==> src/rtl/data_age_register.sv <==
// Four independent 2-entry lane FIFOs; every stored entry carries a saturating age.
// Latency: a push into an empty lane is visible at the head on the same edge, with age 0.
// Backpressure: in_ready depends on registered counts only; a push into a full lane is dropped and sets a sticky flag.

module data_age_lane #(
  parameter logic [7:0] AGE_SAT = 8'd255,
  parameter int         DEPTH   = 2
) (
  input  logic       clk,
  input  logic       reset,
  input  logic       push_vld,
  input  logic [7:0] push_dat,
  input  logic       pop_req,
  output logic       push_rdy,
  output logic       head_vld,
  output logic [7:0] head_dat,
  output logic [7:0] head_age,
  output logic [1:0] cnt,
  output logic       drop_flag
);

  typedef struct packed {
    logic [7:0] dat;
    logic [7:0] age;
  } entry_t;

  localparam logic [1:0] FULL_CNT = 2'(DEPTH);

  entry_t     ent0_q, ent1_q;
  entry_t     ent0_nxt, ent1_nxt;
  entry_t     new_ent;
  logic [1:0] cnt_q, cnt_nxt;
  logic       drop_q, drop_nxt;
  logic       push, pop;

  function automatic logic [7:0] age_inc(input logic [7:0] a);
    return (a >= AGE_SAT) ? AGE_SAT : a + 8'd1;
  endfunction

  assign push_rdy = (cnt_q < FULL_CNT);
  assign head_vld = (cnt_q != 2'd0);
  assign push     = push_vld & push_rdy;
  assign pop      = pop_req & head_vld;
  assign new_ent  = '{dat: push_dat, age: 8'd0};

  // Entry 0 is always the head; unused slots are held at zero.
  always_comb begin
    ent0_nxt = ent0_q;
    ent1_nxt = ent1_q;
    cnt_nxt  = cnt_q;
    drop_nxt = drop_q | (push_vld & ~push_rdy);
    case (cnt_q)
      2'd0: begin
        if (push) begin
          ent0_nxt = new_ent;
          cnt_nxt  = 2'd1;
        end
      end
      2'd1: begin
        if (pop && push) begin
          ent0_nxt = new_ent;
        end else if (pop) begin
          ent0_nxt = '0;
          cnt_nxt  = 2'd0;
        end else if (push) begin
          ent0_nxt.age = age_inc(ent0_q.age);
          ent1_nxt     = new_ent;
          cnt_nxt      = 2'd2;
        end else begin
          ent0_nxt.age = age_inc(ent0_q.age);
        end
      end
      2'd2: begin
        if (pop) begin
          ent0_nxt = '{dat: ent1_q.dat, age: age_inc(ent1_q.age)};
          ent1_nxt = '0;
          cnt_nxt  = 2'd1;
        end else begin
          ent0_nxt.age = age_inc(ent0_q.age);
          ent1_nxt.age = age_inc(ent1_q.age);
        end
      end
      default: begin
        ent0_nxt = '0;
        ent1_nxt = '0;
        cnt_nxt  = 2'd0;
      end
    endcase
  end

  always_ff @(posedge clk or negedge reset) begin
    if (!reset) begin
      ent0_q <= '0;
      ent1_q <= '0;
      cnt_q  <= 2'd0;
      drop_q <= 1'b0;
    end else begin
      ent0_q <= ent0_nxt;
      ent1_q <= ent1_nxt;
      cnt_q  <= cnt_nxt;
      drop_q <= drop_nxt;
    end
  end

  assign head_dat  = head_vld ? ent0_q.dat : 8'h00;
  assign head_age  = head_vld ? ent0_q.age : 8'h00;
  assign cnt       = cnt_q;
  assign drop_flag = drop_q;

endmodule

// Top: four aging lanes side by side, plus a total-occupancy count.
// Latency: same as a single lane; occupancy tracks the registered counts.
// Backpressure: per-lane in_ready, independent across lanes.
module data_age_register #(
  parameter logic [7:0] AGE_SAT = 8'd255,
  parameter int         DEPTH   = 2
) (
  input  logic        clk,
  input  logic        reset,
  input  logic [3:0]  in_valid,
  input  logic [31:0] in_data,
  output logic [3:0]  in_ready,
  input  logic [3:0]  consume,
  output logic [3:0]  input_valid,
  output logic [31:0] age_of_data,
  output logic [31:0] input_data,
  output logic [3:0]  occupancy,
  output logic [3:0]  drop_flag
);

  logic [1:0] lane_cnt [4];

  for (genvar i = 0; i < 4; i++) begin : g_lane
    data_age_lane #(
      .AGE_SAT (AGE_SAT),
      .DEPTH   (DEPTH)
    ) u_lane (
      .clk       (clk),
      .reset     (reset),
      .push_vld  (in_valid[i]),
      .push_dat  (in_data[8*i +: 8]),
      .pop_req   (consume[i]),
      .push_rdy  (in_ready[i]),
      .head_vld  (input_valid[i]),
      .head_dat  (input_data[8*i +: 8]),
      .head_age  (age_of_data[8*i +: 8]),
      .cnt       (lane_cnt[i]),
      .drop_flag (drop_flag[i])
    );
  end

  always_comb begin
    occupancy = 4'd0;
    for (int i = 0; i < 4; i++) begin
      occupancy = occupancy + {2'b00, lane_cnt[i]};
    end
  end

endmodule

==> config.mk <==
export PLATFORM = sky130hd
export DESIGN_NAME = data_age_register
export DESIGN_NICKNAME = d
export VERILOG_FILES = /design/src/rtl/data_age_register.sv
export SDC_FILE = /design/constraint.sdc
export NUM_CORES = 1
export LEC_CHECK = 0
export ABC_AREA = 1
export ABC_CLOCK_PERIOD_IN_PS = 8700
export CAP_MARGIN = 20
export CORE_MARGIN = 2
export CORE_UTILIZATION = 46
export CTS_BUF_LIST = sky130_fd_sc_hd__clkbuf_8
export DETAILED_ROUTE_END_ITERATION = 6
export DONT_BUFFER_PORTS = 1
export GPL_TIMING_DRIVEN = 1
export PLACE_DENSITY = 0.72
export SYNTH_ARGS = -nofsm -noshare
export SYNTH_HDL_FRONTEND = slang
export SYNTH_SLANG_ARGS = --single-unit
==> constraint.sdc <==
create_clock -name clk -period 8.7 [get_ports clk]
set_clock_uncertainty 0.2 [all_clocks]
set_input_delay 2.175 -clock clk [delete_from_list [all_inputs] [get_ports clk]]
set_output_delay 2.175 -clock clk [all_outputs]
set_load 0.1 [all_outputs]
# ---- Yosys cells after proc, flatten, opt, wreduce, memory -nomap -nowiden
# Index checks and enable logic that the tools add are counted.
dict set report classes {
  add_sub_neg 11
  multipliers 0
  div 0
  magnitude_cmp 12
  eq_ne 36
  shift 0
  mux 84
  n_bitwise 24
  reduce_logical 28
}
# operator count
set op_table {}
lappend op_table {{$pmux 16 s3} 8}
lappend op_table {{$mux 8} 36}
lappend op_table {{$mux 16} 16}
lappend op_table {{$add 8x1->8 const B} 8}
lappend op_table {{$ge 8x8->1 const B} 8}
lappend op_table {{$mux 2} 20}
lappend op_table {{$reduce_and 4->1} 8}
lappend op_table {{$ne 2x1->1 const B} 12}
lappend op_table {{$ne 3x1->1 const B} 8}
lappend op_table {{$pmux 2 s3} 4}
lappend op_table {{$reduce_and 5->1} 4}
lappend op_table {{$ne 2x2->1 const B} 8}
lappend op_table {{$and 1x1->1} 12}
lappend op_table {{$reduce_and 3->1} 4}
lappend op_table {{$eq 2x1->1 const B} 4}
lappend op_table {{$eq 2x2->1 const B} 4}
lappend op_table {{$logic_not 2->1} 4}
lappend op_table {{$lt 2x2->1 const B} 4}
lappend op_table {{$not 1->1} 8}
lappend op_table {{$reduce_bool 2->1} 4}
lappend op_table {{$add 3x2->4} 1}
lappend op_table {{$add 4x2->4} 1}
lappend op_table {{$logic_and 1x1->1} 4}
lappend op_table {{$or 1x1->1} 4}
lappend op_table {{$add 2x2->3} 1}
dict set report word_totals {
  reg_bits 140
  latch_bits 0
  mem_bits_rw 0
  romBits 0
  in_bits 42
  output_inout_bits 80
  wordCells 219
  memories 0
}

# ---- Longest topological paths before layout
# Gate-level depths: netlist of run 1.
dict set report depth {
  ltp_word 6
  depth_mapped 12
  depth_no_buf 11
}

# ---- By module
# From an unflattened synthesis of run 1, not the netlist that was laid out.
dict set report unflattened {
  hier_cells 1269
  hier_area_um2 9116.2
}
# mod instances cells_per_inst area_each_um2
set modules_own_cells {}
lappend modules_own_cells {{data_age_lane at g_lane[0].u_lane ...} 3 312 2243.4}
lappend modules_own_cells {{data_age_lane at g_lane[3].u_lane} 1 322 2262.2}
lappend modules_own_cells {data_age_register 1 11 123.9}

# ---- Worst setup path before layout of run 1
# OpenSTA, ideal clock, no wires.
dict set report synth_path {
  kind {register -> output}
  startpoint {register g_lane[0].u_lane.cnt_q[1]}
  endpoint {output occupancy[2]}
  t_arrival_ns 2.756
  required_ns 6.325
  setup_slack_ns 3.569
  stages_incl_launch_ff 9
  n_path_buf 0
  cell_sequence {dfrtp_1 inv_2 fa_1 inv_1 fa_1 ha_1 inv_1 fa_1 inv_1}
}
dict set report synth_between {
  elab_chain_cells 3
}
# element line
set synth_rtl {}
lappend synth_rtl {{from (decl)} 32} ;# logic [1:0] cnt_q, cnt_nxt;
lappend synth_rtl {{from (signal assigned)} 100} ;# cnt_q <= cnt_nxt;
lappend synth_rtl {{$add 2x2->3} 156} ;# occupancy = occupancy + {2'b00, lane_cnt[i]};
lappend synth_rtl {{$add 3x2->4} 156}
lappend synth_rtl {{$add 4x2->4} 156}
lappend synth_rtl {{to (decl)} 128} ;# output logic [3:0] occupancy,
# No other way between the ends.

# ---- Final worst setup path of run 1
dict set report layout_path {
  startpoint {register g_lane[1].u_lane.cnt_q[1]}
  endpoint {output occupancy[2]}
}
dict set report layout_between {
  elab_chain_cells 3
}
# element line
set layout_rtl {}
lappend layout_rtl {{from (decl)} 32}
lappend layout_rtl {{from (signal assigned)} 100}
lappend layout_rtl {{$add 2x2->3} 156}
lappend layout_rtl {{$add 3x2->4} 156}
lappend layout_rtl {{$add 4x2->4} 156}
# No other way between the ends.

==> results.toml, run 1 <==
[run_status]
status = "complete, no violations"

[timing]
tightest_slew_ps = 1072
max-slew-margin-rel = 0.2846
min_period_ps = 6083
finalHoldViolations = 0
setup_tns_ps = 0
maxSlewViolCount = 0
period_share = 0.6992
rsz0062_at_grt = "no"
setup_viol_count_final = 0
fmax_ghz = 0.1644

[clocking]
ctsHoldBuffers = 0
cts_root_buf = "clkbuf_8"
clockBufferDepth = 2
clkSinkCount = 140
ctsResizeCount = 0
clkLatencyLatePin_ps = 450
post_cts_buffers = 0
cts_tree = "yes"
cts_buffers = 17
clk_pin_slew_ps = 80
cts_max_level = 4

[synth]
ys_seq_area_frac = 0.3962
synth_top_area_share = 0.3962
ys_warn_count = 0
yosysTopAreaCell = "dfrtp_1"
synth_cell_type_count = 37
postSynthCellCount = 1236
ys_seq_elements = 140
synth_edf_count = 0
synth_area_leaders = "dfrtp_1, nand2_1, inv_1"
async_flop_share = 1.000
syn_area_sq_um = 8842
synth_flop_cell = "dfrtp_1"
synth_area_per_cell_sq_um = 7.154
syn_nets = 1309

[worst_setup_path]
cp_slowest_stage_delay_ps = 660
start_kind = "flip-flop"
required_ps = 6330
cp.arrival_ps = 3710
worst_path_max_delay_cell = "inv_1"
critPathCaptureType = "output port"
cp_top_family = "adder cells"
critical_path_class = "flip-flop to output port"
worstPathMaxFanout = 7
critPathBufInv = 4
cp_cell_sequence = "inv_2, fa_1, inv_1, fa_1, ha_1, inv_1, fa_1, inv_1"

[placed_design]
placed_cells = 1442
hpwl_mm = 14.60
gp_congestion = 0.8683
port_buffers = 0

[cells_and_area]
insertedDiodeCount = 0
drive_above_1_share = 0.1345
syn_to_final_growth_pct = 7.684
final_nets = 1302
final-instance-count-excl-fill = 1476

[grt]
grt_max_degree = 141
grt_pass1_vias = 7079
grt_pass1_wl_mm = 33.78
gr-total-overflow = 0
gr-usage-all-layers = 0.2055
antenna_found_initial = 0

[detailed_routing]
wirelength_mm = 20.09
drc_errors = 0
wire_per_inst_um = 13.61
vias = 7490
ant_nets = 0
firstDrtPassIters = 5
drtIter0Drc = 532
viasPerCell = 5.075

[floorplanning]
num_rows = 50
core_area_sq_um = 18770
fp.dieW_um = 142.6
die_h_um = 142.6
floorplan.initialDensity = 0.4711
dieArea_sq_um = 20350
io_pins = 122

[worst_hold_path]
hold_class = "flip-flop to flip-flop"

[run]
max_cap_violations = 0
kinds of logic after synthesis:
kind of cell / synth area share
xor gates and xnor gates: 0.006934
and+or+nand+nor: 0.3489
DFF: 0.3962
AOI/OAI and AO/OA: 0.09127
buffers and inverters: 0.1094
adders and majority gates: 0.04726
worst register-to-register path, delay by kind of cell (launching register included):
family	cells	cell delay [ps]
buffers and inverters	3	1000
AND/OR/NAND/NOR	6	1290
flip-flops	1	460
adder cells (fa/ha/maj)	1	280
flip-flops by register name (all words and copies together), names as in the netlist:
register / cells
g_lane.u_lane.cnt: 8
g_lane.u_lane.drop_flag: 4
g_lane.u_lane.ent1_q: 64
g_lane.u_lane.ent0_q: 64
layout by cell type (no fill, tap or decap), types with 4 or more instances in the layout:
cell | synthesis | final
nor2_2 | 6 | 70
nand2_1 | 385 | 385
nor3_4 | 5 | 5
xnor2_1 | 4 | 4
nand2_2 | 14 | 14
nand3_1 | 120 | 120
inv_2 | 13 | 13
ha_1 | 27 | 27
nor2_1 | 117 | 53
o22ai_1 | 4 | 4
dfrtp_1 | 140 | 140
clkbuf_8 | 0 | 19
o21ai_0 | 121 | 121
nor2_4 | 9 | 9
o21bai_1 | 4 | 4
fa_1 | 4 | 4
nand2_4 | 4 | 4
a21oi_1 | 8 | 8
nand4_1 | 22 | 22
inv_6 | 1 | 7
inv_1 | 175 | 175
routing by layer:
metal	part of all wire	wire length [um]	up-vias	track usage
met5	0	0	-	0
li1	-	-	3873	-
met1	0.47	9518	3460	0.2813
met3	0.054	1086	18	0.04930
met2	0.46	9254	139	0.3236
met4	0.011	225	0	0.06462
layout make-up:
class	count	area (sq um)
flip-flops and latches	140	3503
clock inverters	13	155.1
well taps	234	292.8
fillers	1825	9246
inverters	191	732.0
clock buffers	19	261.5
multi-input cells	875	4532
repair buffers	4	45.04
worst paths after layout:
path                                                  from                           to  slack, ps  depth (start not counted)
worst max register to register     g_lane[3].u_lane.cnt[1]  g_lane[3].u_lane.ent0_q[14]       5430                         10
worst min register to register  g_lane[0].u_lane.ent0_q[8]   g_lane[0].u_lane.ent0_q[8]        280                          2
worst max-delay path               g_lane[1].u_lane.cnt[1]                 occupancy[2]       2620                          8
worst min-delay path            g_lane[0].u_lane.ent0_q[8]   g_lane[0].u_lane.ent0_q[8]        280                          2
max in group asynchronous                            reset   g_lane[3].u_lane.ent0_q[1]       6880                          0
min in group asynchronous                            reset   g_lane[1].u_lane.ent0_q[8]       1210                          0
cells in the mapped netlist, types with 5 or more instances:
| cell type | n |
|---|---|
| a21oi_1 | 8 |
| buf_4 | 16 |
| buf_6 | 8 |
| dfrtp_1 | 140 |
| ha_1 | 27 |
| inv_1 | 175 |
| inv_2 | 13 |
| nand2_1 | 385 |
| nand2_2 | 14 |
| nand3_1 | 120 |
| nand4_1 | 22 |
| nor2_1 | 117 |
| nor2_2 | 6 |
| nor2_4 | 9 |
| nor3_4 | 5 |
| o21ai_0 | 121 |
metrics by stage:
stage	area [sq um]	hold slack [ps]	setup slack, ps	util
after CTS	9492	287.4	2543	0.5057
final	9522	285.0	2617	0.5073
after global routing	9522	308.7	2439	0.5073
after global placement	9075	263.8	3091	0.4835
after detailed placement	9075	265.1	3057	0.4835
after floorplan	8842	244.5	3569	-
Power of run 1 is not shown: default switching activity piles up to over one toggle a cycle in this logic, so the estimate is an artifact.
==> inputs of run 2 (changes only) <==
--- a/config.mk
+++ b/config.mk
@@ -6,7 +6,7 @@
 export NUM_CORES = 1
 export LEC_CHECK = 0
 export ABC_AREA = 1
-export ABC_CLOCK_PERIOD_IN_PS = 8700
+export ABC_CLOCK_PERIOD_IN_PS = 5700
 export CAP_MARGIN = 20
 export CORE_MARGIN = 2
 export CORE_UTILIZATION = 46
==> constraint.sdc (replaced) <==
create_clock -name clk -period 5.7 [get_ports clk]
set_clock_uncertainty 0.2 [all_clocks]
set_input_delay 1.425 -clock clk [delete_from_list [all_inputs] [get_ports clk]]
set_output_delay 1.425 -clock clk [all_outputs]
set_load 0.1 [all_outputs]
==> results.toml, run 2 (synthesized netlist as in run 1, its figures left out) <==
[worst_setup_path]
cp.arrival_ps = 3390
cp_slowest_stage_delay_ps = 530
critPathCaptureType = "output port"
r2r_end = "g_lane[3].u_lane.ent0_q[14]"
worst-r2r-cell-count = 10
required_ps = 4070
start_kind = "flip-flop"
critical_path_class = "flip-flop to output port"
worstPathMaxFanout = 6
worst_path_max_delay_cell = "fa_1"
cp_cell_sequence = "inv_2, fa_1, inv_1, fa_1, ha_1, inv_1, fa_1, inv_1, buf_4"
cp-startpoint = "g_lane[2].u_lane.cnt[1]"
r2r_slack_ps = 2210
r2r_start = "g_lane[3].u_lane.cnt[1]"

[clocking]
ctsHoldBuffers = 0
ctsResizeCount = 0
cts_max_level = 4
clk_pin_slew_ps = 90
clkLatencyLatePin_ps = 450
cts_root_buf = "clkbuf_8"
clkSinkCount = 140
cts_buffers = 17
cts_tree = "yes"
clockBufferDepth = 2
post_cts_buffers = 0

[timing]
maxSlewViolCount = 0
fmax_ghz = 0.1992
finalHoldViolations = 0
rsz0062_at_grt = "no"
tightest_slew_ps = 1073
max-slew-margin-rel = 0.2836
period_share = 0.8807
setup_viol_count_final = 0
hold_slack_ps = 282.7
setup_tns_ps = 0
min_period_ps = 5020

[cells_and_area]
final_nets = 1306
fill_cells = 1853
syn_to_final_growth_pct = 8.660
layout_common_cells = "nand2_1, inv_1, dfrtp_1"
regArea_sq_um = 3503
drive_above_1_share = 0.1365
mostFrequentLayoutCell = "nand2_1"
multiInputGateArea_sq_um = 4532
insertedDiodeCount = 0

[worst_hold_path]
min_path_cells = 2
hold_start = "g_lane[1].u_lane.ent0_q[10]"
hold_class = "flip-flop to flip-flop"
hold-path-endpoint = "g_lane[1].u_lane.ent0_q[10]"

[detailed_routing]
drtIter0Drc = 525
firstDrtPassIters = 6
vias = 7669
viasPerCell = 5.185
wire_per_inst_um = 14.01
ant_nets = 0
wirelength_mm = 20.72
drc_errors = 0

[run]
max_cap_violations = 0

[placed_design]
gp_congestion = 0.8415
port_buffers = 0
hpwl_mm = 15.00

[floorplanning]
fp.dieW_um = 142.6
dieArea_sq_um = 20350
io_pins = 122
die_h_um = 142.6
floorplan.initialDensity = 0.4711
num_rows = 50
core_area_sq_um = 18770

[grt]
grt_pass1_vias = 7275
gr-total-overflow = 0
grt_pass1_wl_mm = 35.05
antenna_found_initial = 0
grt_max_degree = 141
gr-usage-all-layers = 0.2140

[run_status]
status = "complete, no violations"
run 2: changes by cell type in the layout (fill, tap and decap cells not counted), moves of 2 or more:
| cell | before | now |
|---|---|---|
| buf_4 | 2 | 5 |
| bufinv_16 | 2 | 5 |
| clkbuf_8 | 19 | 17 |
| clkinv_2 | 0 | 2 |
| clkinv_4 | 1 | 4 |
| inv_6 | 7 | 2 |
run 2: worst max path at each step:
stage | cells past startpoint | end | slack [ps]
after floorplan | 8 | occupancy[2] | 1320
final | 9 | occupancy[2] | 680
after global routing | 9 | occupancy[2] | 520
after CTS | 9 | occupancy[2] | 630
after global placement | 9 | occupancy[2] | 1170
after detailed placement | 9 | occupancy[2] | 1160
run 2: critical path: cells and delay by family, from the launching register on:
| family | cells | cell delay [ps] |
|---|---|---|
| buf+inv | 5 | 970 |
| fa+ha+maj | 4 | 1540 |
| flops | 1 | 430 |
run 2: stage by stage:
stage	setup slack [ps]	instance area [sq um]	std cells	utilization
after CTS	629.2	9578	1477	0.5103
after global routing	517.6	9608	1479	0.5119
after global placement	1172	9097	1445	0.4847
final	680.0	9608	1479	0.5119
after detailed placement	1156	9125	1446	0.4862
after floorplan	1319	8842	1236	-
run 2: cell type report:
class | count | area share
clock inverters | 14 | 0.02279
well taps | 234 | 0.03047
clock buffers | 17 | 0.02435
flip-flops and latches | 140 | 0.3646
repair buffers | 8 | 0.009897
multi-input cells | 875 | 0.4717
inverters | 191 | 0.07618
run 2: per-layer routing:
layer  GRT usage  vias up  part of all wire
met5           0        -                 0
met3     0.05433       29             0.059
li1            -     3875                 -
met2      0.3370      189              0.47
met1      0.2890     3576              0.46
met4     0.07191        0             0.017
Power of run 2 is left out for the same reason.
==> inputs of run 3 (changes only) <==
--- a/config.mk
+++ b/config.mk
@@ -9,12 +9,12 @@
 export ABC_CLOCK_PERIOD_IN_PS = 5700
 export CAP_MARGIN = 20
 export CORE_MARGIN = 2
-export CORE_UTILIZATION = 46
+export CORE_UTILIZATION = 55
 export CTS_BUF_LIST = sky130_fd_sc_hd__clkbuf_8
 export DETAILED_ROUTE_END_ITERATION = 6
 export DONT_BUFFER_PORTS = 1
 export GPL_TIMING_DRIVEN = 1
-export PLACE_DENSITY = 0.72
+export PLACE_DENSITY = 0.81
 export SYNTH_ARGS = -nofsm -noshare
 export SYNTH_HDL_FRONTEND = slang
 export SYNTH_SLANG_ARGS = --single-unit
==> results.toml, run 3 (synthesized netlist as in run 1, its figures left out) <==
[detailed_routing]
ant_nets = 0
drtIter0Drc = 557
wire_per_inst_um = 13.74
firstDrtPassIters = 5
wirelength_mm = 20.07
vias = 7733
drc_errors = 0
viasPerCell = 5.293

[floorplanning]
die_h_um = 130.8
fp.dieW_um = 130.8
num_rows = 46
io_pins = 122
dieArea_sq_um = 17110
floorplan.initialDensity = 0.5607
core_area_sq_um = 15770

[run_status]
status = "complete, no violations"

[clocking]
clockBufferDepth = 2
clkSinkCount = 140
ctsResizeCount = 0
cts_max_level = 4
ctsHoldBuffers = 0
clkLatencyLatePin_ps = 460
post_cts_buffers = 0
clk_pin_slew_ps = 90
cts_buffers = 17
cts_tree = "yes"
cts_root_buf = "clkbuf_8"

[timing]
min_period_ps = 5002
setup_tns_ps = 0
setup_viol_count_final = 0
fmax_ghz = 0.1999
rsz0062_at_grt = "no"
maxSlewViolCount = 0
max-slew-margin-rel = 0.2819
tightest_slew_ps = 1076
period_share = 0.8775
finalHoldViolations = 0

[cells_and_area]
regArea_sq_um = 3503
insertedDiodeCount = 0
drive_above_1_share = 0.1365
mostFrequentLayoutCell = "nand2_1"
final_nets = 1305
syn_to_final_growth_pct = 7.938
layout_common_cells = "nand2_1, inv_1, dfrtp_1"
fill_cells = 1442
stdcell_area_sq_um = 9544
multiInputGateArea_sq_um = 4532

[worst_setup_path]
critical_path_class = "flip-flop to output port"
worst_path_max_delay_cell = "fa_1"
cp.arrival_ps = 3380
critPathCaptureType = "output port"
required_ps = 4070
worstPathMaxFanout = 6
start_kind = "flip-flop"
cp_cell_sequence = "inv_2, fa_1, inv_1, fa_1, ha_1, inv_1, fa_1, inv_1, buf_4"
cp_slowest_stage_delay_ps = 530

[placed_design]
port_buffers = 0
gp_congestion = 0.9065
dpl_cell_area_sq_um = 9087
hpwl_mm = 14.48

[grt]
antenna_found_initial = 0
grt_max_degree = 141
gr-total-overflow = 0
gr-usage-all-layers = 0.2428
grt_pass1_wl_mm = 33.02
grt_pass1_vias = 7060

[run]
max_cap_violations = 0

[worst_hold_path]
hold_class = "flip-flop to flip-flop"
-- run 3: cell types whose count changed in the layout (fill, tap and decap cells not counted), moves of 2 or more --
cell | before | now
buf_4 | 5 | 3
bufinv_16 | 5 | 2
clkinv_2 | 2 | 0
clkinv_4 | 4 | 1
inv_6 | 2 | 7
inv_8 | 1 | 4
-- run 3: final timing paths --
path / from / end / slack, ps / cells after the start
worst max-delay path: g_lane[2].u_lane.cnt[1] / occupancy[2] / 700 / 9
worst min-delay path: g_lane[2].u_lane.ent0_q[9] / g_lane[2].u_lane.ent0_q[9] / 290 / 2
worst max register to register: g_lane[3].u_lane.cnt[1] / g_lane[3].u_lane.ent0_q[13] / 2260 / 10
worst min register to register: g_lane[2].u_lane.ent0_q[9] / g_lane[2].u_lane.ent0_q[9] / 290 / 2
max in group asynchronous: reset / g_lane[2].u_lane.ent1_q[12] / 4680 / 0
min in group asynchronous: reset / g_lane[1].u_lane.ent0_q[11] / 440 / 0
-- run 3: per-layer routing --
layer  part of all wire  GRT usage  vias to the layer above  wire, um
met5                  0          0                        -         0
met4              0.023    0.08636                        0       457
met3              0.069    0.07370                       37      1387
met2               0.46     0.3839                      220      9208
met1               0.45     0.3188                     3605      9013
li1                   -          -                     3871         -
-- run 3: through the flow --
step / util / cells / setup WS (ps) / hold slack (ps)
2_1_floorplan: - / 1236 / 1319 / 244.5
3_3_place_gp: 0.5745 / 1425 / 1199 / 263.9
3_5_place_dp: 0.5762 / 1426 / 1168 / 265.6
4_1_cts: 0.6023 / 1458 / 657.9 / 289.5
5_1_grt: 0.6052 / 1461 / 551.8 / 308.6
6_report: 0.6052 / 1461 / 698.3 / 285.5
-- run 3: area by class of cell --
cell class,instances,share of cell area
multi-input combinational,875,0.4748
sequential,140,0.3671
inverter,191,0.07669
tap,216,0.02832
clock buffer,17,0.02451
clock inverter,15,0.01862
timing repair buffer,7,0.009963
-- run 3: worst max-delay path, delay by kind of cell (launching register included) --
family / cells / cell delay [ps]
flops: 1 / 430
fa+ha+maj: 4 / 1520
buf+inv: 5 / 950
Power of run 3 is left out for the same reason.
